[src/rtl/multi_digit_led_driver_pkg.sv]
// Shared constants for the multiplexed 7-segment LED driver.
//   PHASES_PER_SLOT : phases per digit slot
//   ANODE_ON/OFF    : anode drive levels (active-low)
//   DP_ON/OFF       : decimal point drive levels (active-low)
//   SEG_BLANK       : all segments dark
//   GLYPH_LUT       : hex nibble -> active-low {a,b,c,d,e,f,g}
package multi_digit_led_driver_pkg;

    localparam int PHASES_PER_SLOT = 16;

    localparam logic ANODE_ON  = 1'b0;
    localparam logic ANODE_OFF = 1'b1;
    localparam logic DP_ON     = 1'b0;
    localparam logic DP_OFF    = 1'b1;

    localparam logic [6:0] SEG_BLANK = 7'h7F;

    // Bit 6 is segment a, bit 0 is segment g; 0 = segment lit.
    localparam logic [6:0] GLYPH_LUT [0:15] = '{
        7'h01, 7'h4F, 7'h12, 7'h06,   // 0 1 2 3
        7'h4C, 7'h24, 7'h20, 7'h0F,   // 4 5 6 7
        7'h00, 7'h04, 7'h08, 7'h60,   // 8 9 A b
        7'h31, 7'h42, 7'h30, 7'h38    // C d E F
    };

endpackage

[src/rtl/multi_digit_led_driver_seg7_decoder.sv]
// Combinational hex-to-7-segment decoder.
//   nibble : 4-bit hex value
//   seg_n  : active-low segments {a,b,c,d,e,f,g}
module seg7_decoder
    import multi_digit_led_driver_pkg::*;
(
    input  logic [3:0] nibble,
    output logic [6:0] seg_n
);

    assign seg_n = GLYPH_LUT[nibble];

endmodule

[src/rtl/multi_digit_led_driver.sv]
// Time-multiplexed driver for NUM_DIGITS common-anode 7-segment digits.
// Each digit slot is 16 phases of CLK_DIV clocks; the first BLANK_PHASES
// phases keep the anode off while seg/dp settle, then the anode is on for
// up to `brightness` phases. New content is staged by `load` and only
// becomes visible at the start of a frame so a frame never tears.
//   clk, reset   : system clock, async active-low reset
//   data_in      : hex nibble per digit (digit k at [4k+3:4k])
//   dp_in        : decimal point request per digit (1 = lit)
//   digit_en     : per-digit enable (0 = blanked)
//   brightness   : on-phases per slot
//   load         : capture strobe for the four inputs above
//   busy         : staged content waiting for the next frame
//   frame_start  : one-cycle pulse as digit 0's slot begins
//   an, seg, dp  : active-low display drive
module multi_digit_led_driver
    import multi_digit_led_driver_pkg::*;
#(
    parameter int NUM_DIGITS   = 4,
    parameter int CLK_DIV      = 20,
    parameter int BLANK_PHASES = 2
) (
    input  logic                    clk,
    input  logic                    reset,
    input  logic [4*NUM_DIGITS-1:0] data_in,
    input  logic [NUM_DIGITS-1:0]   dp_in,
    input  logic [NUM_DIGITS-1:0]   digit_en,
    input  logic [3:0]              brightness,
    input  logic                    load,
    output logic                    busy,
    output logic                    frame_start,
    output logic [NUM_DIGITS-1:0]   an,
    output logic [6:0]              seg,
    output logic                    dp
);

    localparam int PRESC_W = $clog2(CLK_DIV);
    localparam int DIGIT_W = $clog2(NUM_DIGITS);
    localparam int ON_MAX  = PHASES_PER_SLOT - BLANK_PHASES;

    typedef struct packed {
        logic [4*NUM_DIGITS-1:0] data;
        logic [NUM_DIGITS-1:0]   dp_req;
        logic [NUM_DIGITS-1:0]   en;
        logic [3:0]              bright;
    } cfg_t;

    logic [PRESC_W-1:0]    presc_q;
    logic [3:0]            phase_q;
    logic [DIGIT_W-1:0]    digit_q;
    logic                  tick;
    logic                  frame_cond;

    cfg_t                  cfg_in;
    cfg_t                  stage_q;
    cfg_t                  disp_q;
    cfg_t                  disp_next;

    logic [3:0]            cur_nibble;
    logic [6:0]            cur_seg_n;
    logic [4:0]            on_len;
    logic [4:0]            on_end;
    logic                  phase_lit;
    logic [NUM_DIGITS-1:0] an_next;

    assign tick       = (presc_q == PRESC_W'(CLK_DIV - 1));
    assign frame_cond = (presc_q == '0) && (phase_q == 4'd0) && (digit_q == '0);

    always_ff @(posedge clk or negedge reset) begin
        if (!reset) begin
            presc_q <= '0;
            phase_q <= '0;
            digit_q <= '0;
        end else if (tick) begin
            presc_q <= '0;
            phase_q <= phase_q + 4'd1;
            if (phase_q == 4'd15) begin
                digit_q <= (digit_q == DIGIT_W'(NUM_DIGITS - 1)) ? '0 : digit_q + 1'b1;
            end
        end else begin
            presc_q <= presc_q + 1'b1;
        end
    end

    assign cfg_in = {data_in, dp_in, digit_en, brightness};

    // Display takes the staged copy at every frame start; when nothing is
    // pending the two are equal, so no extra qualification is needed.
    // A load in the same cycle lands in staging after the transfer and
    // therefore waits for the following frame.
    always_ff @(posedge clk or negedge reset) begin
        if (!reset) begin
            stage_q <= '0;
            disp_q  <= '0;
            busy    <= 1'b0;
        end else begin
            if (frame_cond) begin
                disp_q <= stage_q;
            end
            if (load) begin
                stage_q <= cfg_in;
                busy    <= 1'b1;
            end else if (frame_cond) begin
                busy <= 1'b0;
            end
        end
    end

    // Outputs for the first cycle of a frame must already reflect the new
    // content, so decode from the value the display register is taking.
    assign disp_next  = frame_cond ? stage_q : disp_q;
    assign cur_nibble = disp_next.data[{digit_q, 2'b00} +: 4];

    seg7_decoder u_seg7_decoder (
        .nibble (cur_nibble),
        .seg_n  (cur_seg_n)
    );

    assign on_len    = (disp_next.bright > 4'(ON_MAX)) ? 5'(ON_MAX) : {1'b0, disp_next.bright};
    assign on_end    = 5'(BLANK_PHASES) + on_len;
    assign phase_lit = ({1'b0, phase_q} >= 5'(BLANK_PHASES)) && ({1'b0, phase_q} < on_end);

    always_comb begin
        an_next = {NUM_DIGITS{ANODE_OFF}};
        if (phase_lit && disp_next.en[digit_q]) begin
            an_next[digit_q] = ANODE_ON;
        end
    end

    always_ff @(posedge clk or negedge reset) begin
        if (!reset) begin
            an          <= {NUM_DIGITS{ANODE_OFF}};
            seg         <= SEG_BLANK;
            dp          <= DP_OFF;
            frame_start <= 1'b0;
        end else begin
            an          <= an_next;
            seg         <= cur_seg_n;
            dp          <= disp_next.dp_req[digit_q] ? DP_ON : DP_OFF;
            frame_start <= frame_cond;
        end
    end

endmodule

[config.mk]
export PLATFORM = sky130hd
export DESIGN_NAME = multi_digit_led_driver
export DESIGN_NICKNAME = d
export VERILOG_FILES = /design/src/rtl/multi_digit_led_driver_pkg.sv /design/src/rtl/multi_digit_led_driver_seg7_decoder.sv /design/src/rtl/multi_digit_led_driver.sv
export SDC_FILE = /design/constraint.sdc
export NUM_CORES = 1
export LEC_CHECK = 0
export BUFFER_PORTS_ARGS = -buffer_cell sky130_fd_sc_hd__buf_2
export CAP_MARGIN = 10
export CORE_ASPECT_RATIO = 0.9
export CORE_UTILIZATION = 62
export DETAILED_ROUTE_END_ITERATION = 10
export PLACE_DENSITY = 0.9
export SYNTH_ARGS = -nofsm -noshare
export SYNTH_HDL_FRONTEND = slang
export SYNTH_SLANG_ARGS = --single-unit
export TNS_END_PERCENT = 100
[constraint.sdc]
create_clock -name clk -period 13.8 [get_ports clk]
set_input_delay 1.38 -clock clk [delete_from_list [all_inputs] [get_ports clk]]
set_output_delay 1.38 -clock clk [all_outputs]
set_load 0.01 [all_outputs]
==> results by group, run 1 <==
Power
  • Leakage: 1.99 nW
  • Sequential power share: 0.552
  • P_sw: about 0.00012 W
  • Combinational power share: 0.094
  • Clock share of power: 0.354
  • Peak supply drop: 0.0000938 V
  • Switching power share of the total: 0.244
  • Power per cell area: 110 nW/µm²
  • Internal Power: 0.000359 W

Timing
  • Clock Skew: 6.41 ps
  • Endpoints failing hold: 0
  • Fin crit share: 0.331
  • Worst-margin pin slew: 959 ps
  • Fin crit period: 4570 ps
  • Final setup fails: 0
  • Worst slew margin: 0.361
  • Max Slew Vio Count: 0
  • RSZ-0062 raised after global routing: no
  • FMAX: 219 MHz
  • WHS: between 400 and 500 ps
  • Final TNS setup: 0 ps

Global routing
  • Largest net degree at the start of global routing: ~80
  • Total grt overflow: 0
  • Vias in the first global route: roughly 2,600
  • Initial antenna violation count: 0
  • Total track usage: 0.258
  • First-pass GRT wire length: 12,800 µm

Synthesis
  • Post-synth top flop: dfrtp_1
  • Post-synth top area cell: dfrtp_1
  • Synth top area cells: dfrtp_1, mux2_2, dfstp_2
  • Synth Register Bits: 81
  • Post-synth EDFFs: 0
  • Mapped Area: 3870 µm²
  • YS warnings: 0
  • Syn Area/Cell: about 13 µm²
  • Seq/Total Area, Yosys: 0.527
  • Synth cell types: 41
  • Mapped Nets: 351
  • Synth async-reset ratio: 1.00
  • Top-area cell type share of the netlist area: 0.446
  • Cell count after synthesis: 301

Layout
  • Final Cell Area: 4300 µm²
  • Multi-input logic area: 1680 µm²
  • Layout cells sized above 1: 0.397
  • # fillers: just under 400
  • # diodes: 0
  • Layout Nets: 390
  • Synth-to-layout area growth: 11.1%
  • Seq. cell area: 2040 µm²

Floorplanning
  • Starting Density: 0.661
  • Io pins: 45
  • Chip height: 77.0 µm
  • DIE AREA: 6570 µm²
  • Die Wd: roughly 85 µm
  • Core Area: 5860 µm²
  • Row cnt: 26

Worst hold path
  • Hold Path Depth: 1
  • Worst hold-check path type: reg -> reg
  • WHS Endpoint: presc_q[0]
  • Hold wc startpoint: presc_q[0]

Worst setup path
  • Startpoint Class: flip-flop
  • R2r startpoint: digit_q[0]
  • Worst Setup Path Type: reg -> reg
  • R2R setup slack: 9230 ps
  • R2R Path End: an[1]
  • CP Max Fanout: 36
  • Cells on worst reg2reg path: 13
  • Crit end category: flip-flop
  • CP Data Arrival Time: 4830 ps
  • Critical Path RT: 14,060 ps

Clocking
  • CTS tree: done
  • Worst-Skew Late Latency: 350 ps
  • Root buf cell: clkbuf_8
  • Maximum root-to-sink buffer count: 2
  • Clock sinks: 81
  • Num CTS Buffers: 9
  • Hold_buf cts: 0
  • H-tree Lvls: 3
  • Clk pin slew, worst setup/hold paths: 80 ps
  • Cts repair resizes: 0
  • Post-CTS Setup Bufs: 0

Place
  • Final Wtd Congestion: approximately 0.86
  • Post-DP HPWL: 5130 µm
  • Post-DP Area: 4110 µm²
  • IO buf count: 44

Routing
  • Post-route DRC: 0
  • WL/cell: 17.8 µm
  • Routed Antenna Nets: 0
  • DRT iter0 DRCs: 211
  • Via count: 2,491
  • Number of vias per cell: 6.00
  • First-pass DRT Iterations: 4
  • Final Routed Wirelength: approximately 7400 µm

Job
  • Max Cap Violations: 0

Outcome
  • Status: finished, final reports clean
metrics by stage:
step / utilization / instances / setup slack [ps] / total power [W]
after floorplan: - / 301 / 9370 / 0.000292
after global placement: 0.701 / 399 / 9540 / 0.000308
after detailed placement: 0.701 / 399 / 9320 / 0.000311
after CTS: 0.735 / 415 / 9250 / 0.000481
after global routing: 0.735 / 415 / 8910 / 0.000495
final: 0.735 / 415 / 9230 / 0.000475
registers in the layout, indices dropped and copies added (netlist names):
signal and flops:
phase_q 4, seg 7, presc_q 5, busy 1
frame_start 1, dp 1, disp_q 28, stage_q 28
digit_q 2, an 4
synthesized netlist by cell type, drive strengths merged, types with 5 or more instances:
library cell / count
mux4: 8
nor3: 11
dfstp: 12
a21oi: 5
inv: 20
o21ai: 14
ha: 19
buf: 9
xnor2: 7
nand3: 9
mux2: 53
dfrtp: 69
clkbuf: 7
nand2: 12
nand4: 6
mux2i: 6
power by group through the flow:
stage | sequential (W) | clock, W | combinational, W
6_report | 0.000262 | 0.000168 | 0.0000445
3_5_place_dp | 0.000267 | 0 | 0.0000445
2_1_floorplan | 0.000265 | 0 | 0.0000271
5_1_grt | 0.000264 | 0.000182 | 0.0000495
3_3_place_gp | 0.000266 | 0 | 0.0000423
4_1_cts | 0.000262 | 0.000173 | 0.0000451
area by class of cell:
type | count | area share
flip-flops and latches | 81 | 0.475
inverters | 20 | 0.0174
clock buffers | 9 | 0.0288
repair buffers | 44 | 0.0518
well taps | 70 | 0.0204
clock inverters | 7 | 0.0166
multi-input cells | 184 | 0.391
routing by layer:
layer,vias to the layer above,track usage,wire (µm)
met5,-,0,0
met4,0,0.0950,144
met3,16,0.0700,349
met2,71,0.426,3710
met1,1246,0.328,3180
li1,1158,-,-
worst max-delay path, cell delays in order (launching register included):
cell and delay (ps):
dfrtp_1 850, inv_1 280, ha_1 310, and4b_1 310
nand2_4 400, mux2_2 430, ha_1 290, inv_1 60
ha_1 290, a21o_1 180, a21oi_1 180, o211ai_1 120
a222oi_1 570, nand4_1 190
cell usage in the layout, fill, tap and decap left out, drive strengths merged, types with 2 or more instances in the layout:
cell type	n
dfrtp	69
mux2	53
buf	44
inv	20
ha	19
o21ai	14
dfstp	12
nand2	12
nor3	11
nand3	9
clkbuf	9
mux4	8
xnor2	7
mux2i	6
nand4	6
clkinv	6
a21oi	5
nor2	4
a21o	4
a211oi	3
or4	2
or2	2
o211ai	2
and2	2
o22ai	2
kinds of logic after synthesis:
family / after synthesis / share of synthesized area
AO/OA/AOI/OAI: 38 / 0.0636
XOR/XNOR: 7 / 0.0158
adder cells (fa/ha/maj): 19 / 0.0614
buffers and inverters: 36 / 0.0388
flip-flops: 81 / 0.527
multiplexers: 67 / 0.216
AND/OR/NAND/NOR: 53 / 0.0769
worst max-delay path by stage:
| stage | start | endpoint | slack [ps] |
|---|---|---|---|
| after floorplan | digit_q[0] | an[0] | 9370 |
| after global placement | digit_q[0] | an[0] | 9540 |
| after detailed placement | digit_q[0] | an[1] | 9320 |
| after CTS | digit_q[0] | an[1] | 9250 |
| after global routing | digit_q[0] | an[0] | 8910 |
| final | digit_q[0] | an[1] | 9230 |
No activity file was read; power rests on OpenSTA's default activity.
==> inputs of run 2 (changes only) <==
--- a/config.mk
+++ b/config.mk
@@ -5,12 +5,13 @@
 export SDC_FILE = /design/constraint.sdc
 export NUM_CORES = 1
 export LEC_CHECK = 0
+export ABC_AREA = 1
 export BUFFER_PORTS_ARGS = -buffer_cell sky130_fd_sc_hd__buf_2
 export CAP_MARGIN = 10
 export CORE_ASPECT_RATIO = 0.9
-export CORE_UTILIZATION = 62
+export CORE_UTILIZATION = 58
 export DETAILED_ROUTE_END_ITERATION = 10
-export PLACE_DENSITY = 0.9
+export PLACE_DENSITY = 0.85
 export SYNTH_ARGS = -nofsm -noshare
 export SYNTH_HDL_FRONTEND = slang
 export SYNTH_SLANG_ARGS = --single-unit
==> constraint.sdc (replaced) <==
create_clock -name clk -period 4.3 [get_ports clk]
set_input_delay 0.43 -clock clk [delete_from_list [all_inputs] [get_ports clk]]
set_output_delay 0.43 -clock clk [all_outputs]
set_load 0.01 [all_outputs]
==> run 2 against run 1 <==
- clock power grew to 3.4 times the previous value
- global-route usage is 1.5 points lower
- setup slack worse by 8300 ps
- clock skew hardly changed
- utilization is 6.4 points lower
- critical path type unchanged
- first-iteration DRC count is 57% higher
- via count is 24% higher
- count of clock-buffer cells in the layout stayed put
- critical path depth is 3 higher
- area after synthesis is 3.5% higher
- register-to-register slack worse by 8300 ps
- non-clock buffer count is 2 higher
==> results by group, run 2 <==
Synthesis
  • Post-synth top flop: dfrtp_1
  • Post-synth top area cell: dfrtp_1
  • Synth Register Bits: 81 (unchanged)
  • Synth cell types: 32 (-22%)
  • Syn Area/Cell: 8.66 µm² (-33%)
  • Top-area cell type share of the netlist area: 0.431 (-0.0152)
  • YS warnings: 0 (unchanged)
  • Synth top area cells: dfrtp_1, nand2_1, dfstp_2
  • Synth top cells by count: nand2_1, dfrtp_1, nand3_1
  • Synth async-reset ratio: 1.00 (unchanged)
  • Cell count after synthesis: 463 (+54%)
  • Count leader, synth: nand2_1
  • Mapped Area: 4010 µm² (+3.5%)
  • Mapped Nets: 513 (+46%)
  • Post-synth EDFFs: 0 (unchanged)
  • Seq/Total Area, Yosys: 0.509 (-0.0179)

Layout
  • Synth-to-layout area growth: 10.8%
  • Final Cell Area: 4440 µm² (+3.3%)
  • Commonest non-fill, non-tap cell in the layout: nand2_1
  • # diodes: 0 (unchanged)
  • Layout cells sized above 1: 0.212 (-0.185)
  • Top flop regs: disp_q (28), stage_q (28), seg (7)
  • Most frequent cells in the layout: nand2_1, dfrtp_1, nand3_1
  • # fillers: 511 (+32%)
  • Layout Nets: 554 (+42%)

Floorplanning
  • DIE AREA: 7250 µm² (+10%)
  • Io pins: 45 (unchanged)
  • Chip height: 80.9 µm (+5.1%)
  • Row cnt: 28 (+7.7%)
  • Die Wd: 89.6 µm (+5.1%)
  • Core Area: 6620 µm² (+13%)
  • Starting Density: 0.605 (-0.0559)

Timing
  • Worst setup margin: 948 ps (-8280 ps)
  • Final setup fails: 0 (unchanged)
  • FMAX: 298 MHz (+36%)
  • Worst slew margin: 0.355 (-0.00526)
  • RSZ-0062 raised after global routing: no
  • Endpoints failing hold: 0 (unchanged)
  • Fin crit period: 3350 ps (-1220 ps)
  • Worst-margin pin slew: 967 ps (+7.89 ps)
  • Final TNS setup: 0 ps (unchanged)
  • Fin crit share: 0.780 (+0.448)
  • Clock Skew: 6.53 ps (+0.117 ps)
  • WHS: 197 ps (-297 ps)
  • Max Slew Vio Count: 0 (unchanged)

Routing
  • Number of vias per cell: 5.17 (-14%)
  • Via count: 3,096 (+24%)
  • Post-route DRC: 0 (unchanged)
  • DRT iter0 DRCs: 331 (+57%)
  • WL/cell: 13.2 µm (-26%)
  • Routed Antenna Nets: 0 (unchanged)
  • First-pass DRT Iterations: 4 (unchanged)
  • Final Routed Wirelength: 7900 µm (+7.0%)

Outcome
  • Status: finished, final reports clean

Global routing
  • Met1 Use GR: 0.312 (-0.0152)
  • Met3 Resource Use GR: 0.0681 (-0.00188)
  • First-pass GRT wire length: 13,200 µm (+3.2%)
  • Vias in the first global route: 2,999 (+14%)
  • Initial antenna violation count: 0 (unchanged)
  • Most used routing layer in global routing: met2
  • Largest net degree at the start of global routing: 82 (unchanged)
  • M2 GR Usage: 0.403 (-0.0228)
  • Total track usage: 0.242 (-0.0154)
  • Total grt overflow: 0 (unchanged)

Power
  • Power per cell area: 348 nW/µm² (+220%)
  • Final Total Pwr: 0.00155 W (+230%)
  • Leakage: 2.33 nW (+17%)
  • Peak supply drop: 0.000239 V (+150%)

Place
  • Post-DP Area: 4240 µm² (+3.3%)
  • IO buf count: 44 (unchanged)
  • Final Wtd Congestion: 0.848 (-1.1%)
  • Place WS: 987 ps (-8330 ps)
  • Post-DP HPWL: 5450 µm (+6.1%)

Worst setup path
  • Worst Setup Path Type: reg -> reg
  • Critical Path RT: 4580 ps (-9480 ps)
  • Crit end category: flip-flop
  • CP Data Arrival Time: 3630 ps (-1200 ps)
  • Startpoint Class: flip-flop
  • CP Max Fanout: 44 (+22%)

Clocking
  • Num CTS Buffers: 9 (unchanged)
  • Cts repair resizes: 0 (unchanged)
  • Worst-Skew Late Latency: 360 ps (about the same)
  • Clk pin slew, worst setup/hold paths: 90 ps (about the same)
  • Clock sinks: 81 (unchanged)
  • Root buf cell: clkbuf_8
  • Post-CTS Setup Bufs: 0 (unchanged)
  • Hold_buf cts: 0 (unchanged)
  • Maximum root-to-sink buffer count: 2 (unchanged)
  • CTS tree: done
  • H-tree Lvls: 3 (unchanged)

Job
  • Max Cap Violations: 0 (unchanged)

Worst hold path
  • Worst hold-check path type: in -> async
-- run 2: changes by cell type after synthesis, sizes merged, moves of 5 or more --
| cell | delta |
|---|---|
| inv | +36 |
| mux2 | -53 |
| mux2i | -6 |
| mux4 | -8 |
| nand2 | +148 |
| nand3 | +53 |
| nor2 | +9 |
| nor3 | -10 |
| o21ai | +22 |
| xnor2 | -5 |
-- run 2: final cells by class --
class                   count  area [µm²]  area share
clock buffers               9         124      0.0279
clock inverters             7        76.3      0.0172
inverters                  57         214      0.0482
multi-input cells         309        1640       0.368
flip-flops and latches     81        2040       0.460
well taps                  90         113      0.0253
repair buffers             46         238      0.0535
-- run 2: critical path, stage by stage (launching register included) --
cell and delay, ps:
dfrtp_1 550, inv_1 370, ha_1 280, nand2_1 110, nor2_4 140, nand2_4 290
nand2_1 220, o21ai_0 120, ha_1 300, inv_1 40, ha_1 290, a21oi_1 150
nand2_1 60, nand2_1 50, nand2_1 40, nand2_1 120, nand3_1 110
-- run 2: logic make-up after synthesis --
kind of cell | share of synthesized area
fa+ha+maj | 0.0593
buf+inv | 0.0824
flops | 0.509
compound gates | 0.0643
simple gates | 0.272
xor+xnor | 0.0131
-- run 2: report_power, final --
part,internal [W],switching (W)
clock,0.000273,0.000293
sequential,0.000813,0.0000156
combinational,0.0000537,0.0000995
total,0.00114,0.000408
-- run 2: through the flow --
stage / instances / util
6_report: 599 / 0.671
4_1_cts: 599 / 0.671
3_5_place_dp: 583 / 0.641
3_3_place_gp: 583 / 0.641
2_1_floorplan: 463 / -
5_1_grt: 599 / 0.671
-- run 2: path summary, 6_finish.rpt --
path                       slack [ps]          end  startpoint  cells after the start
setup / recovery                  950        an[1]  digit_q[1]                     16
hold / removal                    200   stage_q[8]       reset                      1
setup reg to reg                  950        an[1]  digit_q[1]                     16
hold reg to reg                   480   stage_q[7]  stage_q[7]                      2
max in group asynchronous        3460  stage_q[26]       reset                      1
min in group clk                  270  stage_q[20]  data_in[8]                      3
-- run 2: per-layer routing --
layer	share of wire	vias up
met1	0.45	1448
met2	0.47	100
li1	-	1537
met5	0	-
met4	0.011	0
met3	0.068	11
==> inputs of run 3 (changes only) <==
==> constraint.sdc (replaced) <==
create_clock -name clk -period 3.35 [get_ports clk]
set_input_delay 0.335 -clock clk [delete_from_list [all_inputs] [get_ports clk]]
set_output_delay 0.335 -clock clk [all_outputs]
set_load 0.01 [all_outputs]
==> run 3 against run 2 <==
- setup slack lost 540 ps
- critical path type unchanged
- clock skew up 3.5 ps
- wire length rose by 8.6%
- highest routed layer unchanged
==> results by group, run 3 (synthesis results as in run 2) <==
Job
  • Max Cap Violations: 0 (unchanged)

Clocking
  • Worst-Skew Late Latency: 360 ps (about the same)
  • Cts repair resizes: 0 (unchanged)
  • Clk pin slew, worst setup/hold paths: 90 ps (about the same)
  • Clock sinks: 81 (unchanged)
  • Num CTS Buffers: 9 (unchanged)
  • Hold_buf cts: 0 (unchanged)
  • CTS tree: done
  • Post-CTS Setup Bufs: 0 (unchanged)
  • Maximum root-to-sink buffer count: 2 (unchanged)
  • H-tree Lvls: 3 (unchanged)
  • Root buf cell: clkbuf_8

Layout
  • # fillers: 493 (-3.5%)
  • Layout cells sized above 1: 0.218 (+0.00614)
  • Commonest non-fill, non-tap cell in the layout: nand2_1
  • Layout Nets: 558 (+0.72%)
  • # diodes: 0 (unchanged)
  • Top flop regs: disp_q (28), stage_q (28), seg (7)
  • Most frequent cells in the layout: nand2_1, dfrtp_1, nand3_1
  • Synth-to-layout area growth: 13.2%
  • Finished Layout Cells: 603 (+0.67%)

Floorplanning
  • Row cnt: 28 (unchanged)
  • Chip height: 80.9 µm (unchanged)
  • Core Area: 6620 µm² (unchanged)
  • Die Wd: 89.6 µm (unchanged)
  • Io pins: 45 (unchanged)
  • Starting Density: 0.605 (unchanged)
  • DIE AREA: 7250 µm² (unchanged)

Routing
  • First-pass DRT Iterations: 4 (unchanged)
  • Via count: 3,173 (+2.5%)
  • DRT iter0 DRCs: 330 (-0.30%)
  • DR top layer: met4
  • Final Routed Wirelength: 8580 µm (+8.6%)
  • DR WL met3: 504 µm (-6.0%)
  • Post-route DRC: 0 (unchanged)
  • Met2 wire len: 4160 µm (+12%)
  • Met1 wire length: 3770 µm (+5.9%)
  • Number of vias per cell: 5.26 (+1.8%)
  • Routed Antenna Nets: 0 (unchanged)
  • WL/cell: 14.2 µm (+7.9%)

Global routing
  • Vias in the first global route: 3,032 (+1.1%)
  • Total grt overflow: 0 (unchanged)
  • Largest net degree at the start of global routing: 82 (unchanged)
  • First-pass GRT wire length: 14,100 µm (+6.3%)
  • Total track usage: 0.261 (+0.0191)
  • Initial antenna violation count: 0 (unchanged)

Worst setup path
  • R2R Path End: an[2]
  • Startpoint Class: flip-flop
  • Cells on worst reg2reg path: 16 (unchanged)
  • CP Max Fanout: 32 (-27%)
  • CP Data Arrival Time: 3220 ps (-410 ps)
  • R2R setup slack: 410 ps (-540 ps)
  • Critical Path RT: 3630 ps (-950 ps)
  • R2r startpoint: digit_q[1]
  • Crit end category: flip-flop
  • Worst Setup Path Type: reg -> reg

Timing
  • FMAX: 340 MHz (+14%)
  • Worst slew margin: 0.339 (-0.0164)
  • Fin crit share: 0.878 (+0.0984)
  • Max Slew Vio Count: 0 (unchanged)
  • Clock Skew: 10.1 ps (+3.52 ps)
  • Endpoints failing hold: 0 (unchanged)
  • RSZ-0062 raised after global routing: no
  • Final TNS setup: 0 ps (unchanged)
  • Fin crit period: 2940 ps (-411 ps)
  • Final setup fails: 0 (unchanged)
  • Worst-margin pin slew: 991 ps (+24.6 ps)

Power
  • Switching power share of the total: 0.236 (-0.0274)
  • Combinational power share: 0.090 (-0.009)
  • Internal Power: 0.00168 W (+48%)
  • Power per cell area: 486 nW/µm² (+40%)
  • Leakage: 2.39 nW (+2.2%)
  • Clock share of power: 0.427 (+0.061)
  • Sequential power share: 0.483 (-0.052)
  • P_sw: 0.000521 W (+28%)
  • Peak supply drop: 0.000380 V (+59%)

Place
  • IO buf count: 44 (unchanged)
  • Final Wtd Congestion: 0.917 (+8.2%)
  • Post-DP HPWL: 5890 µm (+8.2%)
  • Post-Place Cells: 587 (+0.69%)

Worst hold path
  • Worst hold-check path type: in -> async

Outcome
  • Status: finished, final reports clean
## run 3: cell count changes in the layout (fill, tap and decap cells not counted)
cell	change
clkinvlp_4	-1
inv_6	-2
buf_4	+4
bufinv_16	+3
## run 3: through the flow
stage | setup WS, ps | hold slack, ps | total power, W | utilization | area, µm²
6_report | 409 | 125 | 0.00220 | 0.685 | 4540
5_1_grt | 243 | 175 | 0.00230 | 0.685 | 4540
4_1_cts | 419 | 167 | 0.00222 | 0.685 | 4540
3_5_place_dp | 441 | 461 | 0.00128 | 0.645 | 4270
3_3_place_gp | 684 | 458 | 0.00127 | 0.645 | 4270
2_1_floorplan | 487 | 39.4 | 0.00120 | - | 4010
## run 3: routing by layer
layer	vias up	global-route usage
met4	0	0.105
met5	-	0
met2	108	0.432
met1	1508	0.336
met3	18	0.0539
li1	1539	-
## run 3: power by group through the flow
stage | Sequential [W] | Clock [W] | Combinational, W
after floorplan | 0.00108 | 0 | 0.000117
after global placement | 0.00108 | 0 | 0.000189
after detailed placement | 0.00108 | 0 | 0.000199
after CTS | 0.00106 | 0.000952 | 0.000201
after global routing | 0.00107 | 0.000996 | 0.000230
final | 0.00106 | 0.000941 | 0.000199
## run 3: worst max-delay path by stage
stage | end | slack (ps) | start | depth (start not counted)
detailed placement | an[3] | 440 | digit_q[1] | 16
finish | an[2] | 410 | digit_q[1] | 16
global route | an[3] | 240 | digit_q[1] | 16
floorplan | an[0] | 490 | digit_q[0] | 20
global placement | an[3] | 680 | digit_q[1] | 16
CTS | an[3] | 420 | digit_q[1] | 16
## run 3: critical path, cell delays in order, from the launching register on
cell,delay [ps]
dfrtp_1,550
inv_1,160
ha_1,210
nand2_1,110
nor2_4,140
nand2_4,220
nand2_1,170
o21ai_0,120
ha_1,290
inv_1,40
ha_1,290
a21oi_1,170
nand2_1,70
nand2_1,50
nand2_1,40
nand2_1,110
nand3_1,100
## run 3: area by class of cell
| type | count | area [µm²] | area share |
|---|---|---|---|
| Timing Repair Buffer | 50 | 268 | 0.0590 |
| Multi-Input combinational cell | 309 | 1640 | 0.361 |
| Inverter | 57 | 214 | 0.0471 |
| Clock buffer | 9 | 124 | 0.0273 |
| Clock inverter | 7 | 141 | 0.0312 |
| Tap cell | 90 | 113 | 0.0248 |
| Sequential cell | 81 | 2040 | 0.450 |
